===== config.mk =====
export PLATFORM = sky130hd
export DESIGN_NAME = apb_master_bridge_flat
export DESIGN_NICKNAME = d
export VERILOG_FILES = /design/src/rtl/apb_master_bridge_if.sv /design/src/rtl/apb_master_bridge.sv /design/src/flat_wrapper.sv
export SDC_FILE = /design/constraint.sdc
export NUM_CORES = 1
export LEC_CHECK = 0
export ABC_CLOCK_PERIOD_IN_PS = 1600
export CAP_MARGIN = 10
export CORE_ASPECT_RATIO = 0.8
export CORE_UTILIZATION = 40
export CTS_CLUSTER_DIAMETER = 120
export DETAILED_ROUTE_END_ITERATION = 16
export GPL_TIMING_DRIVEN = 0
export PLACE_DENSITY = 0.78
export SETUP_SLACK_MARGIN = 0.3
export SLEW_MARGIN = 10
export SYNTH_ARGS = -nofsm -noshare
export SYNTH_HDL_FRONTEND = slang
export SYNTH_SLANG_ARGS = --single-unit

===== constraint.sdc =====
create_clock -name pclk -period 1.6 [get_ports pclk]
set_input_delay 0.4 -clock pclk [delete_from_list [all_inputs] [get_ports pclk]]
set_output_delay 0.4 -clock pclk [all_outputs]
set_load 0.02 [all_outputs]

===== src/rtl/apb_master_bridge_if.sv =====
// Command/response handshake plus APB bus signals for apb_master_bridge.
// master = bridge side; slave = requester and APB completer side (bench or host).
interface apb_master_bridge_if #(
    parameter int ADDR_WIDTH = 8,
    parameter int DATA_WIDTH = 8
);
    logic                  cmd_valid;
    logic                  cmd_ready;
    logic                  cmd_write;
    logic [ADDR_WIDTH-1:0] cmd_addr;
    logic [DATA_WIDTH-1:0] cmd_wdata;
    logic                  rsp_valid;
    logic [DATA_WIDTH-1:0] rsp_rdata;
    logic                  rsp_err;
    logic                  busy;
    logic [ADDR_WIDTH-1:0] paddr;
    logic                  pwrite;
    logic [DATA_WIDTH-1:0] pwdata;
    logic                  psel;
    logic                  penable;
    logic [DATA_WIDTH-1:0] prdata;
    logic                  pready;
    logic                  pslverr;

    modport master (
        input  cmd_valid, cmd_write, cmd_addr, cmd_wdata, prdata, pready, pslverr,
        output cmd_ready, rsp_valid, rsp_rdata, rsp_err, busy,
               paddr, pwrite, pwdata, psel, penable
    );

    modport slave (
        output cmd_valid, cmd_write, cmd_addr, cmd_wdata, prdata, pready, pslverr,
        input  cmd_ready, rsp_valid, rsp_rdata, rsp_err, busy,
               paddr, pwrite, pwdata, psel, penable
    );
endinterface


===== src/rtl/apb_master_bridge.sv =====
// Valid/ready command port to single APB SETUP/ACCESS transfer, one-cycle response strobe.
// Optional ACCESS wait-state timeout: define APB_MASTER_BRIDGE_TIMEOUT_EN.
module apb_master_bridge #(
    parameter int ADDR_WIDTH     = 8,
    parameter int DATA_WIDTH     = 8,
    parameter int TIMEOUT_CYCLES = 16
) (
    input  logic                 pclk,
    input  logic                 prst_n,
    apb_master_bridge_if.master  bus
);
    typedef enum logic [1:0] {IDLE, SETUP, ACCESS} state_t;

    state_t                state;
    logic [ADDR_WIDTH-1:0] paddr_q;
    logic [DATA_WIDTH-1:0] pwdata_q;
    logic [DATA_WIDTH-1:0] rsp_rdata_q;
    logic                  pwrite_q, psel_q, penable_q, rsp_valid_q, rsp_err_q;

`ifdef APB_MASTER_BRIDGE_TIMEOUT_EN
    localparam int TO_W = $clog2(TIMEOUT_CYCLES) + 1;
    logic [TO_W-1:0] tocnt;
`else
    localparam int unused_timeout_cycles = TIMEOUT_CYCLES;
`endif

    always_ff @(posedge pclk or negedge prst_n) begin
        if (!prst_n) begin
            state       <= IDLE;
            paddr_q     <= '0;
            pwdata_q    <= '0;
            pwrite_q    <= 1'b0;
            psel_q      <= 1'b0;
            penable_q   <= 1'b0;
            rsp_valid_q <= 1'b0;
            rsp_rdata_q <= '0;
            rsp_err_q   <= 1'b0;
`ifdef APB_MASTER_BRIDGE_TIMEOUT_EN
            tocnt       <= '0;
`endif
        end else begin
            rsp_valid_q <= 1'b0;
            unique case (state)
                IDLE: begin
                    if (bus.cmd_valid) begin
                        paddr_q   <= bus.cmd_addr;
                        pwdata_q  <= bus.cmd_wdata;
                        pwrite_q  <= bus.cmd_write;
                        psel_q    <= 1'b1;
                        penable_q <= 1'b0;
                        state     <= SETUP;
                    end
                end
                SETUP: begin
                    penable_q <= 1'b1;
                    state     <= ACCESS;
`ifdef APB_MASTER_BRIDGE_TIMEOUT_EN
                    tocnt     <= '0;
`endif
                end
                ACCESS: begin
                    // pready wins over a timeout landing on the same edge
                    if (bus.pready) begin
                        psel_q      <= 1'b0;
                        penable_q   <= 1'b0;
                        rsp_valid_q <= 1'b1;
                        rsp_err_q   <= bus.pslverr;
                        rsp_rdata_q <= pwrite_q ? '0 : bus.prdata;
                        state       <= IDLE;
                    end
`ifdef APB_MASTER_BRIDGE_TIMEOUT_EN
                    else if (tocnt == TO_W'(TIMEOUT_CYCLES)) begin
                        psel_q      <= 1'b0;
                        penable_q   <= 1'b0;
                        rsp_valid_q <= 1'b1;
                        rsp_err_q   <= 1'b1;
                        rsp_rdata_q <= '0;
                        state       <= IDLE;
                    end else begin
                        tocnt <= tocnt + 1'b1;
                    end
`endif
                end
                default: state <= IDLE;
            endcase
        end
    end

    assign bus.cmd_ready = (state == IDLE);
    assign bus.busy      = (state != IDLE);
    assign bus.paddr     = paddr_q;
    assign bus.pwdata    = pwdata_q;
    assign bus.pwrite    = pwrite_q;
    assign bus.psel      = psel_q;
    assign bus.penable   = penable_q;
    assign bus.rsp_valid = rsp_valid_q;
    assign bus.rsp_rdata = rsp_rdata_q;
    assign bus.rsp_err   = rsp_err_q;
endmodule


===== src/flat_wrapper.sv =====
// flat-port wrapper written by rule: the top's interface ports become plain ports
module apb_master_bridge_flat 
#(
    parameter int ADDR_WIDTH     = 8,
    parameter int DATA_WIDTH     = 8,
    parameter int TIMEOUT_CYCLES = 16
)
  (pclk, prst_n, bus_cmd_valid, bus_cmd_write, bus_cmd_addr, bus_cmd_wdata, bus_prdata, bus_pready, bus_pslverr, bus_cmd_ready, bus_rsp_valid, bus_rsp_rdata, bus_rsp_err, bus_busy, bus_paddr, bus_pwrite, bus_pwdata, bus_psel, bus_penable);
  apb_master_bridge_if #(.ADDR_WIDTH(ADDR_WIDTH), .DATA_WIDTH(DATA_WIDTH)) bus_i ();
  input  logic pclk;
  input  logic prst_n;
  input wire logic [$bits(bus_i.cmd_valid)-1:0] bus_cmd_valid;
  input wire logic [$bits(bus_i.cmd_write)-1:0] bus_cmd_write;
  input wire logic [$bits(bus_i.cmd_addr)-1:0] bus_cmd_addr;
  input wire logic [$bits(bus_i.cmd_wdata)-1:0] bus_cmd_wdata;
  input wire logic [$bits(bus_i.prdata)-1:0] bus_prdata;
  input wire logic [$bits(bus_i.pready)-1:0] bus_pready;
  input wire logic [$bits(bus_i.pslverr)-1:0] bus_pslverr;
  output wire logic [$bits(bus_i.cmd_ready)-1:0] bus_cmd_ready;
  output wire logic [$bits(bus_i.rsp_valid)-1:0] bus_rsp_valid;
  output wire logic [$bits(bus_i.rsp_rdata)-1:0] bus_rsp_rdata;
  output wire logic [$bits(bus_i.rsp_err)-1:0] bus_rsp_err;
  output wire logic [$bits(bus_i.busy)-1:0] bus_busy;
  output wire logic [$bits(bus_i.paddr)-1:0] bus_paddr;
  output wire logic [$bits(bus_i.pwrite)-1:0] bus_pwrite;
  output wire logic [$bits(bus_i.pwdata)-1:0] bus_pwdata;
  output wire logic [$bits(bus_i.psel)-1:0] bus_psel;
  output wire logic [$bits(bus_i.penable)-1:0] bus_penable;
  assign bus_i.cmd_valid = bus_cmd_valid;
  assign bus_i.cmd_write = bus_cmd_write;
  assign bus_i.cmd_addr = bus_cmd_addr;
  assign bus_i.cmd_wdata = bus_cmd_wdata;
  assign bus_i.prdata = bus_prdata;
  assign bus_i.pready = bus_pready;
  assign bus_i.pslverr = bus_pslverr;
  assign bus_cmd_ready = bus_i.cmd_ready;
  assign bus_rsp_valid = bus_i.rsp_valid;
  assign bus_rsp_rdata = bus_i.rsp_rdata;
  assign bus_rsp_err = bus_i.rsp_err;
  assign bus_busy = bus_i.busy;
  assign bus_paddr = bus_i.paddr;
  assign bus_pwrite = bus_i.pwrite;
  assign bus_pwdata = bus_i.pwdata;
  assign bus_psel = bus_i.psel;
  assign bus_penable = bus_i.penable;
  apb_master_bridge #(.ADDR_WIDTH(ADDR_WIDTH), .DATA_WIDTH(DATA_WIDTH), .TIMEOUT_CYCLES(TIMEOUT_CYCLES)) u_core (.pclk(pclk), .prst_n(prst_n), .bus(bus_i));
endmodule

==> summary.txt <==
Detailed routing
  – WL/cell: ~14 um
  – WL final: between 2000 and 3000 um
  – Drt via density: 4.60
  – DR pass1 iterations: 4
  – Number of DRC markers in iteration 0: 64
  – Post-route ant nets: 0
  – DR DRC count: 0
  – Via count: between 900 and 1000

Die
  – Die H: approximately 53 um
  – Rows: 18
  – Core ar.: roughly 3100 um^2
  – Initial core utilization: between 40% and 50%
  – I/O pins: 61
  – Die width: around 66 um
  – Die area: 3530 um^2

Min path
  – Worst Hold Class: input pin to asynchronous set/reset pin

Timing
  – Worst Clk Skew: ~0.0069 ns
  – Fin. Hold Viols: 0
  – Slew Limit Headroom: a little over half
  – Slew Viols, Final: 0
  – Hold WS: about 0.15 ns
  – RSZ-0062 raised after global routing: yes
  – Total negative slack: 0 ns
  – # setup viols final: 0
  – Period utilization: about 95%
  – Fmax: roughly 660 MHz
  – Post-route setup slack: around 0.078 ns
  – Worst-Margin Slew: about 0.68 ns
  – Minimum clock period: roughly 1.5 ns

Place
  – GPL Wtd Cong: between 0.7 and 0.8
  – Worst slack at placement: -0.139 ns
  – Port buffer count: 60
  – DP Area: between 2000 and 2500 um^2
  – Placed cells: between 150 and 200

Clock tree
  – Num CTS Buffers: 5
  – CTS Buffer Depth: 2
  – Clk Latency, worst-skew pair: 0.28 ns
  – Root Buffer: clkbuf_8
  – # hold bufs at CTS: 0
  – Worst-path clk slew: 0.06 ns
  – H-tree levels: 2
  – Total clock sinks: 31
  – CTS tree: yes

Cells and area
  – Nets: roughly 200
  – Cell area after layout: about 2000 um^2
  – Antenna Cells: 0
  – Area Growth Syn to Fin: 55.1%
  – Layout cells sized above 1: between 40% and 50%
  – Final Util: about two thirds
  – Post-Layout Cell Count: 210

Power
  – Net Switching: between 1.5 and 2 mW
  – Power, Total: approximately 4.1 mW
  – Seq pwr share: between 30% and 40%
  – Power Density: approximately 2000 nW/um^2
  – Leakage: 0.996 nW
  – Sw Ratio: 38.2%
  – Comb pwr share: a little over half
  – Peak supply drop: ~1.0 mV
  – Internal power: 2.56 mW
  – Clock power share: between 10% and 20%

Logic synthesis
  – Synthesis Warnings: 0
  – Netlist Area Pre-Place: 1320 um^2
  – Cells after Synth: 97
  – Sequential share of the synthesized area: between 50% and 60%
  – Number of synthesized register bits: 31
  – Netlist cell types: 16
  – Syn Nets: about 130
  – Syn avg cell area: between 10 and 15 um^2

Critical path
  – Critical Path RT: ~1.8 ns
  – CP Capture Type: register
  – Worst Path Arrival: 1.69 ns
  – Crit Path Class: register to register
  – Crit path launch type: register
  – Worst-path fanout max: 3

Flow run
  – Max Cap Violations: 0

Global route
  – Total track usage: roughly 18%
  – Vias in the first global route: between 900 and 1000
  – Grt ovf: 0
  – First-pass GRT wire length: 4440 um
  – Largest net degree at the start of global routing: 32
  – Initial antenna violation count: 0

Status
  – Status: finished, final reports clean
[cell usage in the layout, fill, tap and decap left out, drive strengths merged, types with 2 or more instances in the layout]
master / count
buf: 40
dfrtp: 31
clkdlybuf4s50: 27
mux2: 20
nand2: 10
o21ai: 9
nand2b: 8
clkbuf: 6
inv: 6
ha: 4
a21oi: 2
mux2i: 2
[layer usage]
metal | up-vias | global-route usage [%] | routed length (um)
met2 | 45 | 27.9 | 1320
met5 | - | 0 | 0
met1 | 449 | 22.3 | 1290
li1 | 468 | - | -
met3 | 4 | 6.03 | 239
met4 | 0 | 8.51 | 39
[cell families after synthesis]
logic type      synth area share [%]
fa+ha+maj                       3.80
simple gates                    8.07
buf+inv                         2.94
flops                           58.9
compound gates                  4.84
mux                             21.5
[what timing repair did]
action,4_1_cts,5_1_grt
endpoints found under the setup margin,53,32
pin swaps,3,0
buffers inserted,6,0
hold endpoints to repair,0,0
resized for setup,137,4
[synthesized netlist by cell type, drive strengths merged]
cell	count	share of area (%)
ha	4	3.8
inv	6	1.7
o21ai	9	3.4
dfrtp	31	59
a21oi	2	0.76
nand2b	8	3.8
nand2	10	3.4
and2b	1	0.57
mux2i	2	1.5
buf	2	1.2
nor2	1	0.28
mux2	20	20
o2bb2ai	1	0.66
[worst max-delay path, cell delays in order (launching register included)]
cell	delay, ns
dfrtp_1	0.39
inv_4	0.07
buf_6	0.12
ha_4	0.15
and2b_2	0.22
a21oi_4	0.15
mux2_4	0.31
[flip-flops by register name, indices dropped and copies added (netlist names)]
register / count
u_core.bus.paddr: 8
u_core.bus.penable: 1
u_core.bus.psel: 1
u_core.bus.pwdata: 8
u_core.bus.pwrite: 1
u_core.bus.rsp_err: 1
u_core.bus.rsp_rdata: 8
u_core.bus.rsp_valid: 1
u_core.state: 2
[worst paths after layout]
| path | from | to | slack [ns] | depth (start not counted) |
|---|---|---|---|---|
| max | u_core.state[0] | u_core.state[1] | 0.08 | 6 |
| min | prst_n | u_core.bus.rsp_rdata[3] | 0.15 | 1 |
| min in group pclk | u_core.bus.rsp_rdata[3] | u_core.bus.rsp_rdata[3] | 0.48 | 2 |
| min reg2reg | u_core.bus.rsp_rdata[3] | u_core.bus.rsp_rdata[3] | 0.48 | 2 |
| max reg2reg | u_core.state[0] | u_core.state[1] | 0.08 | 6 |
| max in group asynchronous | prst_n | u_core.bus.pwrite | 0.97 | 1 |
[cell type report]
type                    count  area (um^2)
fillers                   243         1060
flip-flops and latches     31          777
multi-input cells          58          576
repair buffers             66          500
clock buffers               6         82.6
well taps                  40         50.0
plain buffers               2         27.5
inverters                   6         25.0
clock inverters             1         5.00
[power groups by stage]
stage / Combinational, mW / Clock [mW] / Sequential (mW)
finish: 2.20 / 0.609 / 1.34
global route: 2.35 / 0.660 / 1.39
CTS: 2.17 / 0.624 / 1.34
detailed placement: 2.28 / 0 / 1.38
global placement: 2.24 / 0 / 1.36
floorplan: 0.911 / 0 / 1.77
No activity file was read; power rests on OpenSTA's default activity.
